==> src/rtl/ctrl_vec_mem_write_if.sv <==
// Bundle of the upstream stream, control and memory-write signals of
// ctrl_vec_mem_write.
//
// Handshake: an upstream beat transfers on a rising clk edge only when
// s_valid and s_ready are both high. s_ready never looks at s_valid.
// mem_wr_en marks the cycles in which a beat is really written to memory.
interface ctrl_vec_mem_write_if #(
  parameter int MEM_ADDR_WIDTH = 3
);
  logic                      s_valid;
  logic                      en_ext_ctrl;
  logic                      next_write;
  logic                      ready_y;
  logic                      clear;
  logic                      s_ready;
  logic                      mem_wr_en;
  logic [MEM_ADDR_WIDTH-1:0] mem_wr_addr;
  logic [MEM_ADDR_WIDTH:0]   x_count;
  logic                      mem_full;
  logic                      wrap_pulse;
  logic [1:0]                state_dbg;

  // Producer/controller side (the testbench or parent logic)
  modport master (
    output s_valid, en_ext_ctrl, next_write, ready_y, clear,
    input  s_ready, mem_wr_en, mem_wr_addr, x_count, mem_full, wrap_pulse,
    input  state_dbg
  );

  // Write controller side
  modport slave (
    input  s_valid, en_ext_ctrl, next_write, ready_y, clear,
    output s_ready, mem_wr_en, mem_wr_addr, x_count, mem_full, wrap_pulse,
    output state_dbg
  );
endinterface

==> src/rtl/ctrl_vec_mem_write.sv <==
// Write controller for a small vector memory. It first fills the memory
// (LOAD), then holds it (FULL), and optionally overwrites it in a circular
// fashion while a consumer allows it (STREAM).
module ctrl_vec_mem_write #(
  parameter int MEM_SIZE       = 8,
  parameter int MEM_ADDR_WIDTH = 3
) (
  input  logic                  clk,
  input  logic                  reset,
  ctrl_vec_mem_write_if.slave   bus
);

  typedef enum logic [1:0] {
    LOAD   = 2'd0,
    FULL   = 2'd1,
    STREAM = 2'd2
  } state_t;

  localparam logic [MEM_ADDR_WIDTH-1:0] LAST_ADDR  = MEM_ADDR_WIDTH'(MEM_SIZE - 1);
  localparam logic [MEM_ADDR_WIDTH-1:0] ADDR_ONE   = MEM_ADDR_WIDTH'(1);
  localparam logic [MEM_ADDR_WIDTH:0]   CNT_FULL   = (MEM_ADDR_WIDTH + 1)'(MEM_SIZE);
  localparam logic [MEM_ADDR_WIDTH:0]   CNT_LAST   = (MEM_ADDR_WIDTH + 1)'(MEM_SIZE - 1);
  localparam logic [MEM_ADDR_WIDTH:0]   CNT_ONE    = (MEM_ADDR_WIDTH + 1)'(1);

  state_t                    state_q, state_d;
  logic [MEM_ADDR_WIDTH-1:0] wr_ptr_q, wr_ptr_d;
  logic [MEM_ADDR_WIDTH:0]   x_count_q, x_count_d;
  logic                      wrap_pulse_q, wrap_pulse_d;

  logic s_ready;
  logic wr_en;

  // Combinational handshake: ready depends on state and consumer flags only
  always_comb begin
    s_ready = 1'b0;
    wr_en   = 1'b0;
    case (state_q)
      LOAD: begin
        s_ready = 1'b1;
        wr_en   = bus.s_valid;
      end
      STREAM: begin
        s_ready = bus.next_write;
        wr_en   = bus.s_valid & bus.next_write & bus.ready_y;
      end
      default: begin
        s_ready = 1'b0;
        wr_en   = 1'b0;
      end
    endcase
    // clear suppresses any transfer in the cycle it is seen
    if (bus.clear) begin
      s_ready = 1'b0;
      wr_en   = 1'b0;
    end
  end

  // Next-state, pointer, count and wrap-pulse computation
  always_comb begin
    state_d      = state_q;
    wr_ptr_d     = wr_ptr_q;
    x_count_d    = x_count_q;
    wrap_pulse_d = 1'b0;
    case (state_q)
      LOAD: begin
        if (wr_en) begin
          if (x_count_q == CNT_LAST) begin
            // Last fill word: restart the pointer for later overwrites
            wr_ptr_d  = '0;
            x_count_d = CNT_FULL;
            state_d   = FULL;
          end else begin
            wr_ptr_d  = wr_ptr_q + ADDR_ONE;
            x_count_d = x_count_q + CNT_ONE;
          end
        end
      end
      FULL: begin
        if (bus.en_ext_ctrl) state_d = STREAM;
      end
      STREAM: begin
        if (wr_en) begin
          if (wr_ptr_q == LAST_ADDR) begin
            wr_ptr_d     = '0;
            wrap_pulse_d = 1'b1;
          end else begin
            wr_ptr_d = wr_ptr_q + ADDR_ONE;
          end
        end
        // Dropping out of streaming still lets this cycle's write complete
        if (!bus.en_ext_ctrl) state_d = FULL;
      end
      default: begin
        state_d = LOAD;
      end
    endcase
    if (bus.clear) begin
      state_d      = LOAD;
      wr_ptr_d     = '0;
      x_count_d    = '0;
      wrap_pulse_d = 1'b0;
    end
  end

  // State registers; reset wins over everything
  always_ff @(posedge clk) begin
    if (reset) begin
      state_q      <= LOAD;
      wr_ptr_q     <= '0;
      x_count_q    <= '0;
      wrap_pulse_q <= 1'b0;
    end else begin
      state_q      <= state_d;
      wr_ptr_q     <= wr_ptr_d;
      x_count_q    <= x_count_d;
      wrap_pulse_q <= wrap_pulse_d;
    end
  end

  assign bus.s_ready     = s_ready;
  assign bus.mem_wr_en   = wr_en;
  assign bus.mem_wr_addr = wr_ptr_q;
  assign bus.x_count     = x_count_q;
  assign bus.mem_full    = (state_q != LOAD);
  assign bus.wrap_pulse  = wrap_pulse_q;
  assign bus.state_dbg   = state_q;

endmodule

==> src/flat_wrapper.sv <==
// flat-port wrapper written by rule: the top's interface ports become plain ports
module ctrl_vec_mem_write_flat 
#(
  parameter int MEM_SIZE       = 8,
  parameter int MEM_ADDR_WIDTH = 3
)
  (clk, reset, bus_s_valid, bus_en_ext_ctrl, bus_next_write, bus_ready_y, bus_clear, bus_s_ready, bus_mem_wr_en, bus_mem_wr_addr, bus_x_count, bus_mem_full, bus_wrap_pulse, bus_state_dbg);
  ctrl_vec_mem_write_if #(.MEM_ADDR_WIDTH(MEM_ADDR_WIDTH)) bus_i ();
  input  logic clk;
  input  logic reset;
  input wire logic [$bits(bus_i.s_valid)-1:0] bus_s_valid;
  input wire logic [$bits(bus_i.en_ext_ctrl)-1:0] bus_en_ext_ctrl;
  input wire logic [$bits(bus_i.next_write)-1:0] bus_next_write;
  input wire logic [$bits(bus_i.ready_y)-1:0] bus_ready_y;
  input wire logic [$bits(bus_i.clear)-1:0] bus_clear;
  output wire logic [$bits(bus_i.s_ready)-1:0] bus_s_ready;
  output wire logic [$bits(bus_i.mem_wr_en)-1:0] bus_mem_wr_en;
  output wire logic [$bits(bus_i.mem_wr_addr)-1:0] bus_mem_wr_addr;
  output wire logic [$bits(bus_i.x_count)-1:0] bus_x_count;
  output wire logic [$bits(bus_i.mem_full)-1:0] bus_mem_full;
  output wire logic [$bits(bus_i.wrap_pulse)-1:0] bus_wrap_pulse;
  output wire logic [$bits(bus_i.state_dbg)-1:0] bus_state_dbg;
  assign bus_i.s_valid = bus_s_valid;
  assign bus_i.en_ext_ctrl = bus_en_ext_ctrl;
  assign bus_i.next_write = bus_next_write;
  assign bus_i.ready_y = bus_ready_y;
  assign bus_i.clear = bus_clear;
  assign bus_s_ready = bus_i.s_ready;
  assign bus_mem_wr_en = bus_i.mem_wr_en;
  assign bus_mem_wr_addr = bus_i.mem_wr_addr;
  assign bus_x_count = bus_i.x_count;
  assign bus_mem_full = bus_i.mem_full;
  assign bus_wrap_pulse = bus_i.wrap_pulse;
  assign bus_state_dbg = bus_i.state_dbg;
  ctrl_vec_mem_write #(.MEM_SIZE(MEM_SIZE), .MEM_ADDR_WIDTH(MEM_ADDR_WIDTH)) u_core (.clk(clk), .reset(reset), .bus(bus_i));
endmodule
==> config.mk <==
export PLATFORM = sky130hd
export DESIGN_NAME = ctrl_vec_mem_write_flat
export DESIGN_NICKNAME = d
export VERILOG_FILES = /design/src/rtl/ctrl_vec_mem_write_if.sv /design/src/rtl/ctrl_vec_mem_write.sv /design/src/flat_wrapper.sv
export SDC_FILE = /design/constraint.sdc
export NUM_CORES = 1
export LEC_CHECK = 0
export ABC_AREA = 1
export CORE_MARGIN = 8
export CORE_UTILIZATION = 41
export DETAILED_ROUTE_END_ITERATION = 8
export PLACE_DENSITY = 0.8
export SLEW_MARGIN = 30
export SYNTH_ARGS = -nofsm -noshare
export SYNTH_HDL_FRONTEND = slang
export SYNTH_SLANG_ARGS = --single-unit
export TNS_END_PERCENT = 5
==> constraint.sdc <==
create_clock -name clk -period 1.3 [get_ports clk]
set_input_delay 0.26 -clock clk [delete_from_list [all_inputs] [get_ports clk]]
set_output_delay 0.26 -clock clk [all_outputs]
set_load 0.03 [all_outputs]
==> summary.txt, run 1 <==
Dpl cells -> 118
Total number of vias -> 593
Final Util -> 67.5%
Critical path type -> reg -> out
Post-synth cell types -> 17
WHS -> 0.490 ns
Antenna cells -> 0
Initial core utilization -> 42.7%
Final min period -> 1.39 ns
Gate power share -> 14.6%
Nets -> 119
Initial antenna violation count -> 0
Synth warn -> 0
Row count -> 13
Status -> complete, but fails checks
Die width -> 52.4 µm
Max stage delay on crit path -> 0.37 ns
Latest clock arrival within the worst-skew pair -> 0.27 ns
Slew Limit Headroom -> 79.7%
Clock Tree Root -> clkbuf_4
Final setup violating endpoints -> 2
Seq/Total Area, Yosys -> 37.0%
Sw Ratio -> 25.1%
First-pass GRT wire length -> 2500 µm
Worst-path fanout max -> 6
I/O pin count -> 20
Synthesized Nets -> 89
Min-Delay Path Class -> in -> reg
Port bufs -> 19
Dpl hpwl -> 1170 µm
Average size of a mapped cell -> 6.86 µm²
Die area -> 2740 µm²
Fin crit share -> 107%
Syn Inst Count -> 79
Clock skew -> 0.0102 ns
CP endpoint kind -> primary output
Clk pwr share -> 40.8%
Post-Layout Cell Count -> 123
Unrepaired setup endpoints after global routing -> true
Clock Sinks -> 10
Number of synthesized register bits -> 10
Slowest-stage cell, CP -> dfxtp_4
Hold buffer count at CTS -> 0
Maxcap violations -> 0
Fmax -> 0.721 GHz
CTS Buf Count -> 3
Routed WL -> 1510 µm
GP Congestion -> 0.745
Cell seen most often among critical-path stages -> nor2_4
Setup TNS -> -0.106 ns
Reg clk slew, reported paths -> 0.08 ns
Grt met3 use -> 3.98%
R2R setup slack -> 0.12 ns
Avg WL per Cell -> 12.3 µm
Fin worst setup slack -> -0.0871 ns
Die Y -> 52.4 µm
DRC violations left -> 0
Flop pwr share -> 44.6%
Max Slew Vio Count -> 0
Failing checks -> setup timing
GR Layer Usage met2 -> 20.9%
Vias in the first global route -> 584
Worst slew pin tran -> 0.306 ns
FILL cells -> 112
H-tree levels -> 1
Maximum vdd drop -> 0.000539 V
Initial drt markers -> 14
Largest net degree at the start of global routing -> 7
Crit-path cells -> nor2_4, nand3_4, nor2_4, buf_6
Pwr Density -> 821 nW/µm²
Critical path buffers and inverters -> 1
Share of layout cells above drive strength 1 -> 35.2%
Mapped Area -> 542 µm²
DR pass1 iterations -> 4
Critical path startpoint category -> register
Number of vias per cell -> 4.82
Synth area leaders -> dfxtp_1 (37%), nor2_1 (12%), nand2_1 (11%), ha_1 (6.9%), inv_1 (6.2%)
Core area -> 1270 µm²
CP arrival -> 1.13 ns
CTS tree -> done
Gr busiest metal -> met2
Post-synth top area share -> 37.0%
Net switching power -> 177 µW
Total GRT Usage -> 12.3%
Routed Antenna Nets -> 0
Critical Path RT -> 1.04 ns
Cell taking the most area after synthesis -> dfxtp_1
Final number of hold-violating endpoints -> 0
CTS Buffer Depth -> 2
Delay-heaviest family, CP -> flip-flops
Met1 usage -> 12.5%
Internal power -> 526 µW
Syn-to-layout area delta -> 58.0%
GR Overflow Total -> 0
LEAKAGE -> 0.000423 µW
-- synth_stat cells, drive strengths merged --
cell type   n
o21bai      1
xnor2       1
and2        1
o21ai       2
ha          3
nor2       20
dfxtp      10
nand2      16
a21oi       5
nand4       2
nand3       6
nor3        1
inv        11
-- power groups by stage --
stage | Combinational, µW | Sequential, µW | Clock [µW]
6_report | 103 | 313 | 287
5_1_grt | 113 | 314 | 312
4_1_cts | 98.0 | 315 | 297
3_5_place_dp | 99.0 | 323 | 0
3_3_place_gp | 96.5 | 322 | 0
2_1_floorplan | 41.6 | 330 | 0
-- through the flow --
stage | total power (µW) | area, µm² | worst slack [ns]
after floorplan | 372 | 547 | 0.0282
after global placement | 419 | 768 | -0.162
after detailed placement | 422 | 768 | -0.225
after CTS | 711 | 805 | -0.189
after global routing | 739 | 856 | -0.149
final | 703 | 856 | -0.0871
-- repair_timing --
item                       4_1_cts  5_1_grt
pin swaps                        0        3
resized for setup                6       13
setup endpoints to repair        6        6
buffers inserted                 0        1
-- cell type report --
class                           instances  area (µm²)  share of cell area [%]
Clock buffer                            4        36.3                    4.24
Inverter                               11        41.3                    4.82
Multi-Input combinational cell         58         330                    38.6
Sequential cell                        10         210                    24.6
Tap cell                               15        18.8                    2.19
Timing Repair Buffer                   25         219                    25.6
-- placed cells by master, fill, tap and decap left out, drive strengths merged, types with 2 or more instances in the layout --
cell and count:
dfxtp 10, nand4 2, clkdlybuf4s50 3, inv 11, ha 3, nor2 20
a21oi 5, buf 16, o21ai 2, dlymetal6s2s 2, dlygate4sd2 3, clkbuf 4
nand2 16, nand3 6
-- state kept, by name, indices dropped and copies added (netlist names) --
| register | cells |
|---|---|
| u_core.bus.wrap_pulse | 1 |
| u_core.bus.mem_wr_addr | 3 |
| u_core.bus.state_dbg | 2 |
| u_core.bus.x_count | 4 |
-- per-layer routing --
layer | wire length (µm) | part of all wire [%]
met1 | 652 | 43
met2 | 782 | 52
met3 | 66 | 4.4
met4 | 9 | 0.60
met5 | 0 | 0
-- final timing paths --
path                                         startpoint                   endpoint  cells past startpoint
worst min register to register    u_core.bus.x_count[1]      u_core.bus.x_count[1]                      2
worst max register to register    u_core.bus.x_count[0]  u_core.bus.mem_wr_addr[0]                      6
worst min-delay path                        bus_s_valid  u_core.bus.mem_wr_addr[1]                      5
worst max-delay path            u_core.bus.state_dbg[0]              bus_mem_wr_en                      4
-- cell families after synthesis --
| group | share of synthesized area, % |
|---|---|
| AOI/OAI and AO/OA | 7.85 |
| xor gates and xnor gates | 1.62 |
| adders and majority gates | 6.93 |
| buffers and inverters | 7.62 |
| DFF | 37.0 |
| and+or+nand+nor | 39.0 |
-- worst reg2reg max path, stage by stage (launching register included) --
cell,delay [ns]
dfxtp_2,0.38
ha_1,0.22
nand3_2,0.14
nor2_2,0.12
nor2_1,0.05
nor2_1,0.10
nor2_1,0.05
Power figures use the tool's default switching activity.
==> run 2, diff against run 1 <==
--- a/config.mk
+++ b/config.mk
@@ -10,6 +10,7 @@
 export CORE_UTILIZATION = 41
 export DETAILED_ROUTE_END_ITERATION = 8
 export PLACE_DENSITY = 0.8
+export REMOVE_ABC_BUFFERS = 1
 export SLEW_MARGIN = 30
 export SYNTH_ARGS = -nofsm -noshare
 export SYNTH_HDL_FRONTEND = slang
==> summary.txt, run 2 (synthesized netlist as in run 1, its figures left out) <==
Status -> complete, but fails checks
Failing checks -> setup timing
Critical path type -> reg -> out
DRC violations left -> 0 (unchanged)
Final Util -> 67.3% (-0.20 points)
Pwr Density -> 821 nW/µm² (about the same)
Number of vias per cell -> 4.94 (+2.4%)
Fin worst setup slack -> -0.102 ns (-0.0153 ns)
Routed WL -> 1500 µm (-0.86%)
First-pass GRT wire length -> 2300 µm (-8.3%)
Unrepaired setup endpoints after global routing -> true
Fmax -> 0.713 GHz (-1.1%)
Die Y -> 52.4 µm (unchanged)
R2R Path Start -> u_core.bus.mem_wr_addr[0]
Latest clock arrival within the worst-skew pair -> 0.27 ns (about the same)
Slew Limit Headroom -> 80.0% (+0.32 points)
Antenna cells -> 0 (unchanged)
GP Congestion -> 0.706 (-5.2%)
Syn-to-layout area delta -> 57.5%
Clock Tree Root -> clkbuf_4
Clock Sinks -> 10 (unchanged)
Avg WL per Cell -> 11.9 µm (-3.2%)
Cells on Worst Hold Path -> 5 (unchanged)
Total GRT Usage -> 10.9% (-1.4 points)
Maximum vdd drop -> 0.000549 V (+1.8%)
Min-Delay Path Class -> in -> reg
Core area -> 1270 µm² (unchanged)
Post-Layout Cell Count -> 126 (+2.4%)
Routed Antenna Nets -> 0 (unchanged)
Maxcap violations -> 0 (unchanged)
Total number of vias -> 622 (+4.9%)
Clock skew -> 0.00451 ns (-0.00568 ns)
Worst slew pin tran -> 0.301 ns (-0.00479 ns)
Final min period -> 1.40 ns (+0.0153 ns)
Die width -> 52.4 µm (unchanged)
Final setup violating endpoints -> 2 (unchanged)
Max Slew Vio Count -> 0 (unchanged)
H-tree levels -> 1 (unchanged)
Largest net degree at the start of global routing -> 7 (unchanged)
Path depth of the worst reg2reg path -> 7 (+1)
Reg clk slew, reported paths -> 0.07 ns (about the same)
Hold Path Origin -> bus_s_valid
Endpoint, Worst Hold -> u_core.bus.mem_wr_addr[2]
Initial core utilization -> 42.7% (unchanged)
I/O pin count -> 20 (unchanged)
Critical Path RT -> 1.04 ns (about the same)
Nets -> 122 (+2.5%)
LEAKAGE -> 0.000433 µW (+2.4%)
Total Power -> 701 µW (-0.32%)
Commonest non-fill, non-tap cell in the layout -> buf_4
Dpl cells -> 121 (+2.5%)
WHS -> 0.478 ns (-0.0118 ns)
DR pass1 iterations -> 4 (unchanged)
Hold buffer count at CTS -> 0 (unchanged)
Share of layout cells above drive strength 1 -> 30.6% (-4.6 points)
R2R setup slack -> 0.08 ns (-0.04 ns)
Dpl hpwl -> 1160 µm (-0.86%)
Initial antenna violation count -> 0 (unchanged)
Die area -> 2740 µm² (unchanged)
Row count -> 13 (unchanged)
Final number of hold-violating endpoints -> 0 (unchanged)
Most frequent cells in the layout -> buf_4 (19), nor2_1 (17), nand2_1 (15), inv_1 (9), dfxtp_1 (9)
GR Overflow Total -> 0 (unchanged)
Number of flip-flops in the largest register -> 4 (unchanged)
CTS tree -> done
Critical path startpoint category -> register
CP arrival -> 1.14 ns (about the same)
CTS Buffer Depth -> 2 (unchanged)
Port bufs -> 19 (unchanged)
Initial drt markers -> 14 (unchanged)
Reg-to-reg critical path endpoint -> u_core.bus.mem_wr_addr[0]
CP endpoint kind -> primary output
Worst-path fanout max -> 6 (unchanged)
Fin crit share -> 108% (+1.2 points)
Vias in the first global route -> 564 (-3.4%)
CTS Buf Count -> 3 (unchanged)
[run 2: worst max path at each step]
stage | cells past startpoint | slack (ns) | end | startpoint
3_3_place_gp | 5 | -0.17 | bus_mem_wr_en | bus_clear
5_1_grt | 4 | -0.17 | bus_mem_wr_en | u_core.bus.state_dbg[0]
3_5_place_dp | 7 | -0.27 | u_core.bus.mem_wr_addr[0] | bus_clear
2_1_floorplan | 6 | -0.05 | u_core.bus.mem_wr_addr[0] | u_core.bus.x_count[0]
6_report | 4 | -0.10 | bus_mem_wr_en | u_core.bus.state_dbg[0]
4_1_cts | 6 | -0.15 | bus_mem_wr_en | bus_next_write
[run 2: area by class of cell]
class                   count  area [µm²]
fillers                   120         415
multi-input cells          58         315
repair buffers             28         238
flip-flops and latches     10         204
inverters                  11        41.3
clock buffers               4        36.3
well taps                  15        18.8
[run 2: what timing repair did]
action,CTS,global route
pin swaps,1,1
resized for setup,5,7
endpoints found under the setup margin,3,4
buffers inserted,0,1
[run 2: where the power goes]
part | switching [µW] | internal (µW) | leakage [µW]
logic | 58.2 | 53.2 | 0.000331
clock network | 108 | 170 | 0.0000210
registers | 3.07 | 308 | 0.0000817
total | 169 | 532 | 0.000433
[run 2: stage by stage]
step | instance area (µm²) | setup WS, ns | setup TNS (ns)
2_1_floorplan | 542 | -0.0532 | -0.148
3_3_place_gp | 781 | -0.167 | -0.882
3_5_place_dp | 781 | -0.274 | -1.31
4_1_cts | 823 | -0.153 | -0.219
5_1_grt | 853 | -0.166 | -0.232
6_report | 853 | -0.102 | -0.104
[run 2: routing by layer]
metal	routed length, µm	GRT usage, %	share of wire, %	up-vias
met3	107	3.98	7.1	5
met4	21	4.31	1.4	0
met1	562	10.5	38	291
met2	806	20.2	54	13
met5	0	0	0	-
li1	-	-	-	313
[run 2: critical path, stage by stage (launching register included)]
cell	delay, ns
dfxtp_4	0.37
nor2_4	0.12
nand3_4	0.10
nor2_4	0.14
buf_6	0.14
==> run 3, diff against run 2 <==
--- a/config.mk
+++ b/config.mk
@@ -5,11 +5,11 @@
 export SDC_FILE = /design/constraint.sdc
 export NUM_CORES = 1
 export LEC_CHECK = 0
-export ABC_AREA = 1
-export CORE_MARGIN = 8
-export CORE_UTILIZATION = 41
+export ABC_AREA = 0
+export CORE_AREA = 8 8 45 47
 export DETAILED_ROUTE_END_ITERATION = 8
-export PLACE_DENSITY = 0.8
+export DIE_AREA = 0 0 53 55
+export PLACE_DENSITY = 0.77
 export REMOVE_ABC_BUFFERS = 1
 export SLEW_MARGIN = 30
 export SYNTH_ARGS = -nofsm -noshare
==> summary.txt, run 3 <==
CTS Buffer Depth -> 2 (unchanged)
Top-count cell post-synth -> dfxtp_1
Status -> complete, but fails checks
Dpl hpwl -> 1080 µm (-7.2%)
H-tree levels -> 1 (unchanged)
Area after DPL -> 786 µm² (+0.64%)
CTS Buf Count -> 3 (unchanged)
Syn-to-layout area delta -> 71.8%
Latest clock arrival within the worst-skew pair -> 0.27 ns (about the same)
Core area -> 1380 µm² (+9.1%)
Cell taking the most area after synthesis -> dfxtp_1
Total number of vias -> 568 (-8.7%)
Min-Delay Path Class -> reg -> reg
Number of vias per cell -> 5.12 (+3.7%)
Nets -> 106 (-13%)
Final Cell Area -> 883 µm² (+3.5%)
CP arrival -> 1.34 ns (+0.20 ns)
Critical Path RT -> 1.04 ns (about the same)
Clk pwr share -> 40.6% (+0.9 points)
I/O pin count -> 20 (unchanged)
Largest net degree at the start of global routing -> 8 (+1)
Gr busiest metal -> met2
GR Overflow Total -> 0 (unchanged)
Net switching power -> 158 µW (-6.3%)
Clock Tree Root -> clkbuf_4
DRC violations left -> 0 (unchanged)
Gate power share -> 14.6% (-1.3 points)
Clock Sinks -> 10 (unchanged)
EDFF count, synth -> 0 (unchanged)
Die width -> 53 µm (+1.2%)
Reg clk slew, reported paths -> 0.07 ns (about the same)
Max stage delay on crit path -> 0.38 ns (about the same)
CP endpoint kind -> primary output
Syn Inst Count -> 59 (-25%)
CTS tree -> done
Most frequent cells in the layout -> buf_4 (23), dfxtp_1 (9), nand2_1 (5)
Met1 usage -> 11.0% (+0.59 points)
Vias in the first global route -> 596 (+5.7%)
FILL cells -> 121 (+0.83%)
Total Power -> 690 µW (-1.6%)
Row count -> 14 (+1)
Sw Ratio -> 23.0% (-1.2 points)
Commonest cells in the netlist -> dfxtp_1 (10), nand2_1 (5), nor2_1 (5)
Share of layout cells above drive strength 1 -> 41.1% (+10 points)
Antenna cells -> 0 (unchanged)
Maxcap violations -> 0 (unchanged)
Number of flip-flops in the largest register -> 4 (unchanged)
DR pass1 iterations -> 4 (unchanged)
Commonest non-fill, non-tap cell in the layout -> buf_4
GP Congestion -> 0.775 (+9.8%)
Placement Setup Slack -> -0.595 ns (-0.321 ns)
GR Layer Usage met2 -> 18.2% (-2.0 points)
Die Y -> 55 µm (+5.1%)
Slowest-stage cell, CP -> or3b_4
Delay-heaviest family, CP -> simple AND/OR/NAND/NOR gates
Routed Antenna Nets -> 0 (unchanged)
Mapped Area -> 514 µm² (-5.1%)
Port bufs -> 19 (unchanged)
Clock skew -> 0.00833 ns (+0.00382 ns)
Average size of a mapped cell -> 8.72 µm² (+27%)
Critical path buffers and inverters -> 2 (+1)
Initial antenna violation count -> 0 (unchanged)
Post-synth top area share -> 38.9% (+2.0 points)
Flop pwr share -> 44.7% (+0.3 points)
Final min period -> 1.60 ns (+0.201 ns)
First-pass GRT wire length -> 2300 µm (unchanged)
Slew Limit Headroom -> 80.1% (+0.085 points)
Fin crit share -> 123% (+15 points)
Final number of hold-violating endpoints -> 0 (unchanged)
Fmax -> 0.624 GHz (-13%)
Grt met3 use -> 2.14% (-1.8 points)
Cell seen most often among critical-path stages -> buf_6
Failing checks -> setup timing
Setup TNS -> -1.78 ns (-1.68 ns)
Worst slew pin tran -> 0.300 ns (-0.00128 ns)
Critical path startpoint category -> register
Initial core utilization -> 37.2% (-5.5 points)
Fin worst setup slack -> -0.303 ns (-0.201 ns)
Internal power -> 532 µW (about the same)
Share of async-settable or async-resettable flops after synthesis -> 0% (unchanged)
Initial drt markers -> 17 (+3)
Unrepaired setup endpoints after global routing -> true
Synth warn -> 0 (unchanged)
Maximum vdd drop -> 0.000507 V (-7.6%)
LEAKAGE -> 0.000388 µW (-10%)
Synth area leaders -> dfxtp_1 (39%), ha_1 (7.3%), a21oi_1 (3.9%), nand2_1 (3.6%), nor2_1 (3.6%)
Critical path type -> reg -> out
Pwr Density -> 781 nW/µm² (-4.9%)
Post-synth cell types -> 31 (+14)
Worst-path fanout max -> 6 (unchanged)
Number of synthesized register bits -> 10 (unchanged)
Seq/Total Area, Yosys -> 38.9% (+2.0 points)
Most used DFF post-synth -> dfxtp_1
Avg WL per Cell -> 12.8 µm (+7.5%)
Routed WL -> 1420 µm (-5.3%)
Max Slew Vio Count -> 0 (unchanged)
Final setup violating endpoints -> 12 (+10)
Total GRT Usage -> 10.5% (-0.38 points)
Crit-path cells -> or3b_4, buf_6, nor2_4, buf_6
Die area -> 2920 µm² (+6.4%)
-- run 3: cell count changes after synthesis, moves of 2 or more --
cell,change
nor2_1,-12
nand2_1,-11
inv_1,-7
nand3_1,-4
inv_2,-2
nand3b_1,+2
nor2_2,-2
o21ai_1,+2
o22ai_1,+2
or3b_1,+2
-- run 3: worst register-to-register path: cells and delay by family, from the launching register on --
family | cells | cell delay, ns
AND/OR/NAND/NOR | 2 | 0.99
flip-flops | 1 | 0.36
AO/OA/AOI/OAI | 1 | 0.11
-- run 3: cell type report --
type | instances | area, µm² | share of cell area (%)
Clock buffer | 4 | 36.3 | 4.11
Inverter | 2 | 7.51 | 0.850
Sequential cell | 10 | 204 | 23.1
Tap cell | 16 | 20.0 | 2.27
Multi-Input combinational cell | 45 | 332 | 37.5
Timing Repair Buffer | 34 | 284 | 32.2
-- run 3: final timing paths --
kind / from / cells after the start / slack, ns / end
worst min-delay path: u_core.bus.x_count[3] / 2 / 0.51 / u_core.bus.x_count[3]
worst max-delay path: u_core.bus.state_dbg[0] / 4 / -0.30 / bus_mem_wr_en
worst min register to register: u_core.bus.x_count[3] / 2 / 0.51 / u_core.bus.x_count[3]
worst max register to register: u_core.bus.state_dbg[0] / 3 / -0.23 / u_core.bus.x_count[0]
-- run 3: power by group through the flow --
stage / logic (µW) / clock network (µW) / registers (µW)
finish: 101 / 280 / 309
global route: 109 / 306 / 309
CTS: 98.1 / 290 / 309
detailed placement: 87.8 / 0 / 318
global placement: 86.5 / 0 / 318
floorplan: 28.3 / 0 / 323
-- run 3: routing by layer --
metal / wire length [µm] / vias up
met5: 0 / -
met4: 16 / 0
met3: 73 / 2
met2: 695 / 16
met1: 633 / 260
li1: - / 290
-- run 3: cells by family (layout without fill, tap and decap cells) --
| logic type | Yosys count | after routing | share of synthesized area (%) |
|---|---|---|---|
| and+or+nand+nor | 24 | 24 | 26.8 |
| AOI/OAI and AO/OA | 16 | 16 | 20.2 |
| muxes | 1 | 1 | 1.95 |
| DFF | 10 | 10 | 38.9 |
| buffers and inverters | 4 | 40 | 3.16 |
| adders and majority gates | 3 | 3 | 7.30 |
| xor gates and xnor gates | 1 | 1 | 1.70 |
-- run 3: timing repair --
action                     CTS  global route
buffers inserted             2             0
pin swaps                    4             0
setup endpoints to repair   13            12
resized for setup           17             4
hold buffers                 0             0
-- run 3: metrics by stage --
stage / cells / hold WS [ns] / utilization (%)
finish: 111 / 0.510 / 63.8
global route: 111 / 0.529 / 63.8
CTS: 111 / 0.505 / 62.4
detailed placement: 105 / 0.489 / 56.8
global placement: 105 / 0.481 / 56.8
floorplan: 57 / 0.374 / -
